==> config.mk <==
export PLATFORM = sky130hd
export DESIGN_NAME = game_sequencer
export DESIGN_NICKNAME = d
export VERILOG_FILES = /design/src/rtl/prime_pkg.sv /design/src/rtl/record_keeper.sv /design/src/rtl/game_sequencer.sv
export SDC_FILE = /design/constraint.sdc
export NUM_CORES = 1
export LEC_CHECK = 0
export CAP_MARGIN = 5
export CORE_MARGIN = 2
export CORE_UTILIZATION = 53
export CTS_CLUSTER_SIZE = 24
export DETAILED_ROUTE_END_ITERATION = 8
export GPL_ROUTABILITY_DRIVEN = 0
export MAX_ROUTING_LAYER = met4
export PLACE_DENSITY = 0.86
export SYNTH_ARGS = -nofsm -noshare
export SYNTH_HDL_FRONTEND = slang
export SYNTH_SLANG_ARGS = --single-unit
==> constraint.sdc <==
create_clock -name clk -period 3.35 [get_ports clk]
set_input_delay 0.67 -clock clk [delete_from_list [all_inputs] [get_ports clk]]
set_output_delay 0.67 -clock clk [all_outputs]
set_load 0.05 [all_outputs]
==> src/rtl/prime_pkg.sv <==
// Shared types and constants for the Prime-Prediction game sequencer.
package prime_pkg;

  localparam int SCORE_W = 7;

  typedef enum logic [2:0] {
    ST_IDLE     = 3'd0,
    ST_PLAY     = 3'd1,
    ST_LATCH    = 3'd2,
    ST_SHOW_PB  = 3'd3,
    ST_SHOW_HS  = 3'd4,
    ST_SHOW_WON = 3'd5
  } game_state_t;

  // Display select: bit1 drives tg1, bit0 drives tg2.
  localparam logic [1:0] DISP_SCORE = 2'b00;
  localparam logic [1:0] DISP_PB    = 2'b01;
  localparam logic [1:0] DISP_HS    = 2'b10;
  localparam logic [1:0] DISP_WON   = 2'b11;

  function automatic logic [1:0] disp_sel(input game_state_t st);
    logic [1:0] sel;
    case (st)
      ST_SHOW_PB:  sel = DISP_PB;
      ST_SHOW_HS:  sel = DISP_HS;
      ST_SHOW_WON: sel = DISP_WON;
      default:     sel = DISP_SCORE;
    endcase
    return sel;
  endfunction

endpackage

==> src/rtl/record_keeper.sv <==
// Per-player personal bests, overall high score and its holder; updated on the latch strobe.
module record_keeper
  import prime_pkg::*;
(
  input  logic               clk,
  input  logic               reset,
  input  logic               latch_en,
  input  logic [2:0]         latch_player,
  input  logic [2:0]         view_player,
  input  logic [SCORE_W-1:0] score,
  output logic [SCORE_W-1:0] highest_score,
  output logic [SCORE_W-1:0] personal_best,
  output logic [2:0]         player_won
);

  logic [SCORE_W-1:0] pb_r [8];
  logic [SCORE_W-1:0] pb_s [8];
  logic [SCORE_W-1:0] highest_r;
  logic [SCORE_W-1:0] highest_s;
  logic [SCORE_W-1:0] personal_best_r;
  logic [2:0]         player_won_r;
  logic [2:0]         player_won_s;

  // Record update: strictly greater wins, ties keep the incumbent.
  always_comb begin
    for (int i = 0; i < 8; i++) begin
      pb_s[i] = pb_r[i];
    end
    highest_s    = highest_r;
    player_won_s = player_won_r;
    if (latch_en) begin
      if (score > pb_r[latch_player]) begin
        pb_s[latch_player] = score;
      end else begin
        pb_s[latch_player] = pb_r[latch_player];
      end
      if (score > highest_r) begin
        highest_s    = score;
        player_won_s = latch_player + 3'd1;
      end else begin
        highest_s    = highest_r;
        player_won_s = player_won_r;
      end
    end else begin
      highest_s    = highest_r;
      player_won_s = player_won_r;
    end
  end

  // Record registers; personal_best follows the player being latched this edge.
  always_ff @(posedge clk) begin
    if (!reset) begin
      for (int i = 0; i < 8; i++) begin
        pb_r[i] <= {SCORE_W{1'b0}};
      end
      highest_r       <= {SCORE_W{1'b0}};
      player_won_r    <= 3'd0;
      personal_best_r <= {SCORE_W{1'b0}};
    end else begin
      for (int i = 0; i < 8; i++) begin
        pb_r[i] <= pb_s[i];
      end
      highest_r       <= highest_s;
      player_won_r    <= player_won_s;
      personal_best_r <= pb_s[view_player];
    end
  end

  assign highest_score = highest_r;
  assign personal_best = personal_best_r;
  assign player_won    = player_won_r;

endmodule

==> src/rtl/game_sequencer.sv <==
// Runs one timed round, latches the score into the records and steps through the result screens.
module game_sequencer
  import prime_pkg::*;
#(
  parameter int NUM_PLAYERS = 4,
  parameter int GAME_TICKS  = 30,
  parameter int DWELL_TICKS = 3
) (
  input  logic               clk,
  input  logic               reset,
  input  logic               tick,
  input  logic               start,
  input  logic               skip,
  input  logic [2:0]         player_sel,
  input  logic [SCORE_W-1:0] current_score,
  output logic               game_timeout,
  output logic               tg1,
  output logic               tg2,
  output logic [SCORE_W-1:0] highest_score,
  output logic [SCORE_W-1:0] personal_best,
  output logic [2:0]         player_won,
  output logic [SCORE_W-1:0] ticks_left,
  output logic               busy
);

  localparam int                 DWELL_W      = (DWELL_TICKS > 1) ? $clog2(DWELL_TICKS) : 1;
  localparam logic [DWELL_W-1:0] DWELL_LAST   = DWELL_W'(DWELL_TICKS - 1);
  localparam logic [SCORE_W-1:0] GAME_LOAD    = SCORE_W'(GAME_TICKS);
  localparam logic [2:0]         PLAYER_LIMIT = 3'(NUM_PLAYERS);

  game_state_t        state_r, state_s;
  logic [SCORE_W-1:0] ticks_left_r, ticks_left_s;
  logic [DWELL_W-1:0] dwell_r, dwell_s, dwell_adv_s;
  logic [2:0]         player_r, player_s;
  logic               latch_en_s;
  logic               screen_done_s;
  logic               game_timeout_r;
  logic               tg1_r, tg2_r;
  logic               busy_r;
  logic [1:0]         disp_s;

  // A skip on the final dwell tick still advances only once.
  assign screen_done_s = skip || (tick && (dwell_r == DWELL_LAST));
  assign disp_s        = disp_sel(state_s);

  // Dwell counter step shared by the result screens.
  always_comb begin
    dwell_adv_s = dwell_r;
    if (screen_done_s) begin
      dwell_adv_s = {DWELL_W{1'b0}};
    end else if (tick) begin
      dwell_adv_s = dwell_r + {{(DWELL_W-1){1'b0}}, 1'b1};
    end else begin
      dwell_adv_s = dwell_r;
    end
  end

  // Next-state, tick countdown, player latch and record strobe.
  always_comb begin
    state_s      = state_r;
    ticks_left_s = ticks_left_r;
    dwell_s      = dwell_r;
    player_s     = player_r;
    latch_en_s   = 1'b0;
    case (state_r)
      ST_IDLE: begin
        if (start) begin
          state_s      = ST_PLAY;
          ticks_left_s = GAME_LOAD;
          if (player_sel >= PLAYER_LIMIT) begin
            player_s = 3'd0;
          end else begin
            player_s = player_sel;
          end
        end else begin
          state_s = ST_IDLE;
        end
      end
      ST_PLAY: begin
        if (tick) begin
          if (ticks_left_r == {{(SCORE_W-1){1'b0}}, 1'b1}) begin
            state_s      = ST_LATCH;
            ticks_left_s = {SCORE_W{1'b0}};
          end else begin
            ticks_left_s = ticks_left_r - {{(SCORE_W-1){1'b0}}, 1'b1};
          end
        end else begin
          ticks_left_s = ticks_left_r;
        end
      end
      ST_LATCH: begin
        latch_en_s = 1'b1;
        state_s    = ST_SHOW_PB;
        dwell_s    = {DWELL_W{1'b0}};
      end
      ST_SHOW_PB: begin
        dwell_s = dwell_adv_s;
        if (screen_done_s) begin
          state_s = ST_SHOW_HS;
        end else begin
          state_s = ST_SHOW_PB;
        end
      end
      ST_SHOW_HS: begin
        dwell_s = dwell_adv_s;
        if (screen_done_s) begin
          state_s = ST_SHOW_WON;
        end else begin
          state_s = ST_SHOW_HS;
        end
      end
      ST_SHOW_WON: begin
        dwell_s = dwell_adv_s;
        if (screen_done_s) begin
          state_s = ST_IDLE;
        end else begin
          state_s = ST_SHOW_WON;
        end
      end
      default: begin
        state_s = ST_IDLE;
      end
    endcase
  end

  // State and counters, with outputs registered from the next state.
  always_ff @(posedge clk) begin
    if (!reset) begin
      state_r        <= ST_IDLE;
      ticks_left_r   <= {SCORE_W{1'b0}};
      dwell_r        <= {DWELL_W{1'b0}};
      player_r       <= 3'd0;
      game_timeout_r <= 1'b1;
      tg1_r          <= 1'b0;
      tg2_r          <= 1'b0;
      busy_r         <= 1'b0;
    end else begin
      state_r        <= state_s;
      ticks_left_r   <= ticks_left_s;
      dwell_r        <= dwell_s;
      player_r       <= player_s;
      game_timeout_r <= (state_s != ST_PLAY);
      tg1_r          <= disp_s[1];
      tg2_r          <= disp_s[0];
      busy_r         <= (state_s != ST_IDLE);
    end
  end

  record_keeper u_record_keeper (
    .clk           (clk),
    .reset         (reset),
    .latch_en      (latch_en_s),
    .latch_player  (player_r),
    .view_player   (player_s),
    .score         (current_score),
    .highest_score (highest_score),
    .personal_best (personal_best),
    .player_won    (player_won)
  );

  assign game_timeout = game_timeout_r;
  assign tg1          = tg1_r;
  assign tg2          = tg2_r;
  assign ticks_left   = ticks_left_r;
  assign busy         = busy_r;

endmodule
==> flow_metrics.py, run 1 <==
metrics = {
    "grt": {
        "grt_usage_pct": 31.1,
        "grt_pass1_wl_microns": 24300,
        "grt_max_degree": 61,
        "grt_overflow_total": 0,
        "antenna_found_initial": 0,
        "grt_pass1_vias": 5054,
    },
    "yosys": {
        "yosysWarningCount": 0,
        "synth_edf_count": 0,
        "ys.flop_type": "dfxtp_1",
        "async_flop_share_pct": 0,
        "synth_fp_nets": 631,
        "synth_cell_type_count": 62,
        "netlist_instances": 598,
        "syn-cell-area_sq_um": 5020,
        "synth_seq_cells": 92,
        "synth_area_per_cell_sq_um": 8.39,
        "ys_seq_area_share_pct": 36.7,
    },
    "final_layout": {
        "fin_cells": 823,
        "nets": 741,
        "antenna_cells": 0,
        "drive_above_1_share_pct": 21.5,
        "area_delta_synth_final_pct": 30.1,
    },
    "floorplan": {
        "core_area_sq_um": 9200,
        "die_h_microns": 101,
        "die_area_sq_um": 10300,
        "die_w_microns": 101,
        "start_util_pct": 54.6,
        "io_pins": 43,
        "rows": 35,
    },
    "critical_path": {
        "startpoint_type": "flip-flop",
        "arrival_ns": 3.76,
        "cp_max_fo": 7,
        "timing_worst_setup_path_type": "flip-flop to flip-flop",
        "critPathRequiredTime_ns": 3.58,
        "rr_endpoint": "u_record_keeper.personal_best[1]$_SDFF_PN0_",
        "reg2reg_slack_ns": -0.18,
        "cp-end-kind": "flip-flop",
        "cp-startpoint": "player_r[1]$_SDFF_PN0_",
        "r2r_cells": 10,
        "r2r-start": "player_r[1]$_SDFF_PN0_",
    },
    "clock_network": {
        "htree_levels": 3,
        "clk_latency_ns": 0.36,
        "cts.sinks": 92,
        "cts_buffers": 9,
        "clk_pin_slew_ns": 0.09,
        "cts_tree": "done",
        "clk_path_buf_depth": 2,
        "clockRootBuffer": "clkbuf_8",
    },
    "timing": {
        "drv_slew": 0,
        "fin_ws_ns": -0.183,
        "period_share_pct": 105,
        "finalHoldViolCount": 0,
        "setup_viol": 3,
        "clock_skew_ns": 0.0138,
        "setup_tns_ns": -0.309,
        "rsz0062_at_grt": "true",
        "fmax_ghz": 0.283,
        "layout_min_cycle_time_ns": 3.53,
        "worst_pin_slew_ns": 1.04,
        "hold_ws_ns": 0.457,
        "slew_headroom_pct": 30.8,
    },
    "placed_design": {
        "dpl.cell_count": 795,
        "portBuffers": 42,
        "hpwl_microns": 10600,
        "pre_cts_ws_ns": -0.360,
    },
    "routing": {
        "first_pass_iters": 5,
        "via_per_inst": 6.35,
        "drc": 0,
        "dr_total_vias": 5228,
        "drt_iter0_drc": 638,
        "drt-total-wl_microns": 15700,
        "post_drt_wl_per_cell_microns": 19.0,
        "final_antenna_net_count": 0,
    },
    "worst_hold_path": {
        "hold_depth": 2,
        "hp-class": "flip-flop to flip-flop",
        "min_delay_worst_endpoint": "u_record_keeper.player_won[2]$_SDFFE_PN0P_",
        "hp-start": "u_record_keeper.player_won[2]$_SDFFE_PN0P_",
    },
    "run": {
        "cap_violations": 0,
    },
    "power_and_ir_drop": {
        "power.density_nw_per_um2": 346,
        "ir_drop_uv": 241,
        "cellLeakagePower_nw": 2.42,
    },
    "run_status": {
        "violations": "setup timing",
        "status": "finished, violations left",
    },
}
==> how the worst max path moves through the flow <==
stage | end | slack [ns] | depth (start not counted)
global placement | u_record_keeper.personal_best[1]$_SDFF_PN0_ | -0.24 | 11
CTS | u_record_keeper.personal_best[1]$_SDFF_PN0_ | -0.02 | 10
global route | u_record_keeper.personal_best[1]$_SDFF_PN0_ | -0.31 | 11
floorplan | u_record_keeper.personal_best[1]$_SDFF_PN0_ | -0.005 | 13
detailed placement | u_record_keeper.personal_best[1]$_SDFF_PN0_ | -0.36 | 11
finish | u_record_keeper.personal_best[1]$_SDFF_PN0_ | -0.18 | 10
==> per-stage QoR <==
step                      power [W]  utilization, %  instance area (sq um)
after global placement      0.00149            65.9                   6060
after global routing        0.00233            71.0                   6530
after floorplan             0.00137               -                   5060
after CTS                   0.00224            69.4                   6380
final                       0.00226            71.0                   6530
after detailed placement    0.00151            65.9                   6060
==> timing repair <==
action,4_1_cts,5_1_grt
resized for setup,16,26
cloned,2,0
hold buffers,0,0
buffers inserted,9,2
setup endpoints to repair,18,7
pin swaps,5,0
==> cell usage after synthesis (5+ instances only) <==
master	instances	area share, %
nand2_1	99	7.4
dfxtp_1	92	37
nor2_1	64	4.8
a21oi_1	45	4.5
mux2i_1	41	8.2
clkbuf_1	22	1.6
o21ai_0	22	2.2
inv_1	19	1.4
nand3_1	19	1.9
ha_1	18	4.5
nand2b_1	11	1.4
o22ai_1	10	1.2
a211oi_1	8	1.2
o211ai_1	8	1.2
and2_1	7	0.87
buf_2	7	0.70
mux4_1	7	3.7
nor2b_1	6	0.75
nor3_1	6	0.60
o21a_1	6	0.90
a21o_1	5	0.75
mux2_2	5	1.1
==> logic make-up (layout without fill, tap and decap cells) <==
| group | after synthesis | in the layout | share of synthesized area [%] |
|---|---|---|---|
| multiplexers | 58 | 60 | 14.9 |
| adder cells (fa/ha/maj) | 18 | 18 | 4.49 |
| XOR/XNOR | 5 | 5 | 0.873 |
| flip-flops | 92 | 92 | 36.7 |
| AO/OA/AOI/OAI | 135 | 135 | 17.2 |
| buffers and inverters | 54 | 166 | 4.36 |
| AND/OR/NAND/NOR | 236 | 236 | 21.5 |
==> power breakdown <==
group	switching [W]	internal, W
logic	0.000231	0.000152
clock network	0.000388	0.000361
registers	0.0000183	0.00111
total	0.000637	0.00162
==> sequential cells by signal (all words and copies together), names as in the netlist <==
name and count:
u_record_keeper.personal_best 7, u_record_keeper.pb_r 56, tg1 1, ticks_left 7, busy 1, u_record_keeper.highest_score 7
tg2 1, game_timeout 1, u_record_keeper.player_won 3, player_r 3, dwell_r 2, state_r 3
==> cell type report <==
cell class / count / area, sq um
multi-input combinational: 454 / 3160
tap: 111 / 139
fill: 654 / 2670
clock inverter: 4 / 50.0
timing repair buffer: 131 / 1120
sequential: 92 / 1850
inverter: 20 / 75.1
clock buffer: 11 / 141
==> critical path, stage by stage (launching register included) <==
cell	delay, ns
dfxtp_4	0.43
mux4_1	0.62
mux2i_2	0.22
ha_1	0.28
o21a_1	0.18
a21oi_2	0.18
a21o_4	0.22
mux2_4	0.37
mux2i_2	0.23
o22ai_1	0.13
or4_1	0.54
==> cell usage in the layout, fill, tap and decap left out, types with 3 or more instances in the layout <==
master,netlist,routed
o32ai_1,3,3
nand2b_1,11,11
dfxtp_1,92,89
or3_1,4,3
a21oi_1,45,42
mux2i_4,0,7
nand2_1,99,99
clkbuf_8,0,10
and2_1,7,7
mux4_1,7,4
inv_1,19,19
a31oi_1,4,4
ha_1,18,18
mux2i_2,0,9
nand3_1,19,19
mux4_2,3,6
a21o_1,5,4
nor3_1,6,6
mux2_2,5,6
o211ai_1,8,8
o21ai_0,22,21
mux2i_1,41,25
buf_4,0,86
a211oi_1,8,7
nor2b_1,6,6
xor2_1,3,3
a311oi_1,3,3
o21a_1,6,6
o22ai_1,10,9
mux2_4,2,3
nor2_1,64,63
clkdlybuf4s50_1,0,42
==> routing by layer <==
metal | up-vias | GRT usage [%] | part of all wire, % | wire length [microns]
li1 | 2360 | - | - | -
met1 | 2439 | 38.4 | 39 | 6100
met2 | 340 | 48.6 | 46 | 7270
met3 | 89 | 4.76 | 9.2 | 1440
met4 | 0 | 17.2 | 5.4 | 845
met5 | - | - | 0 | 0
Note: power is estimated with default switching activity, not from simulation.
==> run 2, diff against run 1 <==
--- a/config.mk
+++ b/config.mk
@@ -7,12 +7,12 @@
 export LEC_CHECK = 0
 export CAP_MARGIN = 5
 export CORE_MARGIN = 2
-export CORE_UTILIZATION = 53
+export CORE_UTILIZATION = 29
 export CTS_CLUSTER_SIZE = 24
 export DETAILED_ROUTE_END_ITERATION = 8
 export GPL_ROUTABILITY_DRIVEN = 0
 export MAX_ROUTING_LAYER = met4
-export PLACE_DENSITY = 0.86
+export PLACE_DENSITY = 0.56
 export SYNTH_ARGS = -nofsm -noshare
 export SYNTH_HDL_FRONTEND = slang
 export SYNTH_SLANG_ARGS = --single-unit
==> flow_metrics.py, run 2 (same netlist as run 1, synthesis figures left out) <==
metrics = {
    "run_status": {
        "status": "finished, violations left",
        "violations": "setup timing",
    },
    "grt": {
        "antenna_found_initial": 0,
        "grt_max_degree": 40,
        "grt_usage_pct": 19.5,
        "grt_util_met3_pct": 4.45,
        "use_met1_pct": 23.5,
        "grt_util_met2_pct": 30.6,
        "grt_pass1_wl_microns": 26700,
        "grt_overflow_total": 0,
        "grt_pass1_vias": 5089,
        "busiest_layer": "met2",
    },
    "run": {
        "cap_violations": 0,
    },
    "floorplan": {
        "die_area_sq_um": 18400,
        "io_pins": 43,
        "die_h_microns": 136,
        "core_area_sq_um": 17100,
        "start_util_pct": 29.3,
        "rows": 48,
        "die_w_microns": 136,
    },
    "power_and_ir_drop": {
        "comb_power_share_pct": 15.3,
        "cellLeakagePower_nw": 2.63,
        "cell_internal_pwr_w": 0.00197,
        "p_clk_share_pct": 42.8,
        "power_frac_seq_pct": 41.9,
        "p_switching_w": 0.000724,
        "power.density_nw_per_um2": 378,
        "p_sw_share_pct": 26.9,
        "ir_drop_uv": 259,
    },
    "final_layout": {
        "layout_common_cells": "nand2_1, buf_4, dfxtp_1, nor2_1, clkdlybuf4s50_1",
        "seq_area_sq_um": 1850,
        "antenna_cells": 0,
        "multi_input_area_sq_um": 3220,
        "fill_cells": 1659,
        "nets": 762,
        "layout_commonest_cell": "nand2_1",
        "top_register": "u_record_keeper.pb_r",
        "drive_above_1_share_pct": 26.2,
        "area_delta_synth_final_pct": 42.0,
        "largest_reg_flops": 56,
    },
    "placed_design": {
        "hpwl_microns": 11900,
        "portBuffers": 42,
        "pre_cts_ws_ns": -0.465,
    },
    "routing": {
        "drt-total-wl_microns": 17000,
        "dr_total_vias": 5148,
        "drt_iter0_drc": 446,
        "final_antenna_net_count": 0,
        "drc": 0,
        "first_pass_iters": 5,
        "post_drt_wl_per_cell_microns": 17.7,
        "via_per_inst": 5.37,
    },
    "timing": {
        "period_share_pct": 103,
        "worst_pin_slew_ns": 0.968,
        "finalHoldViolCount": 0,
        "slew_headroom_pct": 35.5,
        "clock_skew_ns": 0.0134,
        "setup_viol": 3,
        "layout_min_cycle_time_ns": 3.44,
        "fin_ws_ns": -0.0879,
        "rsz0062_at_grt": "true",
        "drv_slew": 0,
        "hold_ws_ns": 0.458,
        "fmax_ghz": 0.291,
    },
    "critical_path": {
        "timing_worst_setup_path_type": "flip-flop to flip-flop",
        "cp.buffers_inverters": 2,
        "arrival_ns": 3.67,
        "critPathRequiredTime_ns": 3.58,
        "cp_max_fo": 8,
        "crit_family": "multiplexers",
        "cp_cell_sequence": "buf_6 -> mux4_2 -> mux2_4 -> inv_4 -> ha_4 -> a21oi_2 -> a21o_1 -> a21o_4 -> mux2_4 -> mux2i_2 -> o22ai_1 -> or4_1",
        "startpoint_type": "flip-flop",
        "cp_slowest_cell": "or4_1",
        "cpMostUsedCell": "mux2_4",
        "cp-end-kind": "flip-flop",
        "critPathMaxStageDelay_ns": 0.52,
    },
    "clock_network": {
        "htree_levels": 3,
        "cts_tree": "done",
        "clk_latency_ns": 0.36,
        "cts.sinks": 92,
        "clk_path_buf_depth": 2,
        "clockRootBuffer": "clkbuf_16",
        "cts_buffers": 9,
        "hold_buffers": 0,
        "clk_pin_slew_ns": 0.07,
    },
    "worst_hold_path": {
        "hp-class": "flip-flop to flip-flop",
    },
}
run 2: cell types whose count changed in the layout (fill, tap and decap cells not counted), moves of 3 or more:
cell and delta:
mux4_1 -4, mux4_2 +4, clkbuf_16 +9, buf_4 +9, clkbuf_8 -9, mux2_4 +3, mux2i_1 -3, ha_4 +5
mux2_2 -5, buf_6 +11, mux2i_2 +3, inv_6 +3, ha_1 -5
run 2: per-layer routing:
metal  vias to the layer above  part of all wire (%)  wire length [microns]
met5                         -                     0                      0
li1                       2411                     -                      -
met2                       208                    46                   7810
met1                      2467                    43                   7330
met3                        62                   6.9                   1180
met4                         0                   4.1                    694
run 2: power groups by stage:
stage / clock (W) / combinational, W / sequential, W
floorplan: 0 / 0.000172 / 0.00120
global placement: 0 / 0.000369 / 0.00115
detailed placement: 0 / 0.000373 / 0.00115
CTS: 0.00117 / 0.000398 / 0.00113
global route: 0.00122 / 0.000440 / 0.00113
finish: 0.00115 / 0.000412 / 0.00113
run 2: worst register-to-register path, cell delays in order, from the launching register on:
cell     delay, ns
dfxtp_4       0.43
buf_6         0.13
mux4_2        0.48
mux2_4        0.31
inv_4         0.06
ha_4          0.20
a21oi_2       0.12
a21o_1        0.17
a21o_4        0.17
mux2_4        0.39
mux2i_2       0.21
o22ai_1       0.12
or4_1         0.52
run 2: what timing repair did:
item                                    in CTS  in global routing
setup buffers                               19                  1
pin swaps                                   15                 14
gates resized for setup                     42                 37
endpoints found under the setup margin      45                 11
gates cloned                                 1                  0
run 2: metrics by stage:
stage               instances  TNS, ns  cell area, sq um  power, W  utilization (%)
finish                    959   -0.175              7130   0.00269             41.6
global route              959   -0.643              7130   0.00279             41.6
CTS                       958   -0.110              6940   0.00270             40.5
detailed placement        922    -5.50              6300   0.00153             36.8
global placement          922    -2.11              6300   0.00152             36.8
floorplan                 598  -0.0105              5060   0.00137                -
run 2: area by class of cell:
type,count,area share [%]
Clock inverter,6,1.28
Timing Repair Buffer,154,19.2
Clock buffer,10,3.35
Inverter,20,1.09
Sequential cell,92,26.0
Multi-Input combinational cell,452,45.2
Tap cell,225,3.95
run 2: path summary, 6_finish.rpt:
path | endpoint | start | cells after the start | slack, ns
max | u_record_keeper.personal_best[2]$_SDFF_PN0_ | player_r[1]$_SDFF_PN0_ | 12 | -0.09
min | u_record_keeper.player_won[1]$_SDFFE_PN0P_ | u_record_keeper.player_won[1]$_SDFFE_PN0P_ | 2 | 0.46
max reg2reg | u_record_keeper.personal_best[2]$_SDFF_PN0_ | player_r[1]$_SDFF_PN0_ | 12 | -0.09
min reg2reg | u_record_keeper.player_won[1]$_SDFFE_PN0P_ | u_record_keeper.player_won[1]$_SDFFE_PN0P_ | 2 | 0.46
==> run 3, diff against run 2 <==
--- a/config.mk
+++ b/config.mk
@@ -7,12 +7,12 @@
 export LEC_CHECK = 0
 export CAP_MARGIN = 5
 export CORE_MARGIN = 2
-export CORE_UTILIZATION = 29
+export CORE_UTILIZATION = 30
 export CTS_CLUSTER_SIZE = 24
 export DETAILED_ROUTE_END_ITERATION = 8
 export GPL_ROUTABILITY_DRIVEN = 0
 export MAX_ROUTING_LAYER = met4
-export PLACE_DENSITY = 0.56
+export PLACE_DENSITY = 0.58
 export SYNTH_ARGS = -nofsm -noshare
 export SYNTH_HDL_FRONTEND = slang
 export SYNTH_SLANG_ARGS = --single-unit
==> flow_metrics.py, run 3 (same netlist as run 1, synthesis figures left out) <==
metrics = {
    "clock_network": {
        "cts.sinks": 92,
        "clockRootBuffer": "clkbuf_16",
        "clk_pin_slew_ns": 0.06,
        "cts_buffers": 9,
        "cts_tree": "done",
        "hold_buffers": 0,
        "clk_latency_ns": 0.35,
        "clk_path_buf_depth": 2,
        "htree_levels": 3,
    },
    "timing": {
        "finalHoldViolCount": 0,
        "setup_tns_ns": -0.0675,
        "fin_ws_ns": -0.0550,
        "layout_min_cycle_time_ns": 3.41,
        "setup_viol": 2,
        "fmax_ghz": 0.294,
        "clock_skew_ns": 0.0105,
        "drv_slew": 0,
        "period_share_pct": 102,
        "rsz0062_at_grt": "true",
        "worst_pin_slew_ns": 0.694,
        "hold_ws_ns": 0.463,
        "slew_headroom_pct": 53.6,
    },
    "worst_hold_path": {
        "min_delay_worst_endpoint": "u_record_keeper.player_won[2]$_SDFFE_PN0P_",
        "hp-class": "flip-flop to flip-flop",
        "hold_depth": 2,
        "hp-start": "u_record_keeper.player_won[2]$_SDFFE_PN0P_",
    },
    "critical_path": {
        "arrival_ns": 3.63,
        "reg2reg_slack_ns": -0.06,
        "r2r-start": "player_r[1]$_SDFF_PN0_",
        "cp.buffers_inverters": 3,
        "startpoint_type": "flip-flop",
        "cp_max_fo": 6,
        "cp_slowest_cell": "or4_1",
        "crit_family": "simple AND/OR/NAND/NOR gates",
        "critPathRequiredTime_ns": 3.57,
        "r2r_cells": 14,
        "critical_path_cell_count": 14,
        "timing_worst_setup_path_type": "flip-flop to flip-flop",
        "rr_endpoint": "u_record_keeper.personal_best[1]$_SDFF_PN0_",
        "critPathMaxStageDelay_ns": 0.53,
        "cp_cell_sequence": "buf_6 -> clkbuf_16 -> or2_4 -> o22ai_2 -> nor3_2 -> buf_4 -> ha_4 -> nand4_1 -> a21o_1 -> a21o_4 -> mux2_4 -> mux2i_2 -> o22ai_1 -> or4_1",
        "cp-end-kind": "flip-flop",
    },
    "power_and_ir_drop": {
        "power_frac_seq_pct": 44.4,
        "ir_drop_uv": 293,
        "cellLeakagePower_nw": 2.57,
        "p_total_w": 0.00254,
        "cell_internal_pwr_w": 0.00184,
        "p_switching_w": 0.000692,
        "p_sw_share_pct": 27.3,
        "p_clk_share_pct": 39.3,
        "comb_power_share_pct": 16.2,
        "power.density_nw_per_um2": 360,
    },
    "run_status": {
        "violations": "setup timing",
        "status": "finished, violations left",
    },
    "grt": {
        "grt_overflow_total": 0,
        "grt_max_degree": 56,
        "grt_pass1_wl_microns": 26100,
        "antenna_found_initial": 0,
        "grt_pass1_vias": 4860,
        "grt_usage_pct": 19.3,
    },
    "placed_design": {
        "dpl_cell_area_sq_um": 6260,
        "pre_cts_ws_ns": -0.437,
        "portBuffers": 42,
        "hpwl_microns": 11600,
    },
    "floorplan": {
        "rows": 47,
        "start_util_pct": 30.5,
        "die_h_microns": 133,
        "die_area_sq_um": 17800,
        "io_pins": 43,
        "core_area_sq_um": 16500,
        "die_w_microns": 133,
    },
    "routing": {
        "dr_total_vias": 5084,
        "post_drt_wl_per_cell_microns": 17.8,
        "via_per_inst": 5.36,
        "drt_iter0_drc": 395,
        "final_antenna_net_count": 0,
        "first_pass_iters": 5,
        "drc": 0,
        "drt-total-wl_microns": 16900,
    },
    "final_layout": {
        "design_area_sq_um": 7050,
        "area_delta_synth_final_pct": 40.4,
        "layout_common_cells": "nand2_1, buf_4, dfxtp_1, nor2_1, clkdlybuf4s50_1",
        "top_register": "u_record_keeper.pb_r",
        "nets": 756,
        "largest_reg_flops": 56,
        "drive_above_1_share_pct": 25.7,
        "antenna_cells": 0,
        "layout_commonest_cell": "nand2_1",
    },
    "run": {
        "cap_violations": 0,
    },
}
run 3: cell types whose count changed in the layout (fill, tap and decap cells not counted), moves of 2 or more:
| cell | previous run | this run |
|---|---|---|
| mux2i_2 | 12 | 14 |
| clkinv_2 | 1 | 3 |
| buf_4 | 95 | 93 |
| mux2_2 | 1 | 3 |
| clkbuf_8 | 1 | 3 |
| inv_6 | 3 | 0 |
| bufinv_16 | 2 | 0 |
| buf_6 | 12 | 3 |
run 3: stage by stage:
stage / std cells / util (%)
after floorplan: 598 / -
after detailed placement: 911 / 38.0
after global routing: 948 / 42.8
final: 948 / 42.8
after CTS: 942 / 41.0
after global placement: 911 / 38.0
run 3: per-layer routing:
metal  wire length, microns  vias up  global-route usage (%)  part of all wire [%]
met1                   7280     2409                    24.5                    43
met3                   1230       49                    3.20                   7.3
met2                   7810      231                    30.4                    46
met4                    586        0                    8.51                   3.5
met5                      0        -                       -                     0
li1                       -     2395                       -                     -
run 3: worst max-delay path by stage:
stage | startpoint | end | slack [ns]
4_1_cts | player_r[1]$_SDFF_PN0_ | u_record_keeper.personal_best[2]$_SDFF_PN0_ | -0.04
6_report | player_r[1]$_SDFF_PN0_ | u_record_keeper.personal_best[1]$_SDFF_PN0_ | -0.06
2_1_floorplan | player_r[0]$_SDFF_PN0_ | u_record_keeper.personal_best[1]$_SDFF_PN0_ | -0.005
5_1_grt | player_r[1]$_SDFF_PN0_ | u_record_keeper.personal_best[1]$_SDFF_PN0_ | -0.13
3_3_place_gp | player_r[1]$_SDFF_PN0_ | u_record_keeper.personal_best[1]$_SDFF_PN0_ | -0.31
3_5_place_dp | player_r[1]$_SDFF_PN0_ | u_record_keeper.personal_best[2]$_SDFF_PN0_ | -0.44
run 3: area by class of cell:
class                      count  area, sq um
clock inverter                 4         22.5
clock buffer                  12          267
tap                          220          275
multi-input combinational    455         3260
sequential                    92         1850
timing repair buffer         145         1300
inverter                      20         75.1
fill                        1597         9420
run 3: power groups by stage:
stage                     Combinational, W  Clock (W)  Sequential [W]
after floorplan                   0.000172          0         0.00120
after global placement            0.000357          0         0.00115
after detailed placement          0.000362          0         0.00115
after CTS                         0.000379    0.00101         0.00113
after global routing              0.000441    0.00106         0.00113
final                             0.000411   0.000997         0.00113
run 3: tightest hold or removal path: stages (launching register included):
cell	delay, ns
dfxtp_1	0.31
inv_1	0.05
a211oi_1	0.05
run 3: repair_timing:
action | CTS | global route
gates cloned | 2 | 3
setup endpoints to repair | 35 | 15
pin swaps | 3 | 12
gates resized for setup | 17 | 54
buffers inserted | 13 | 5
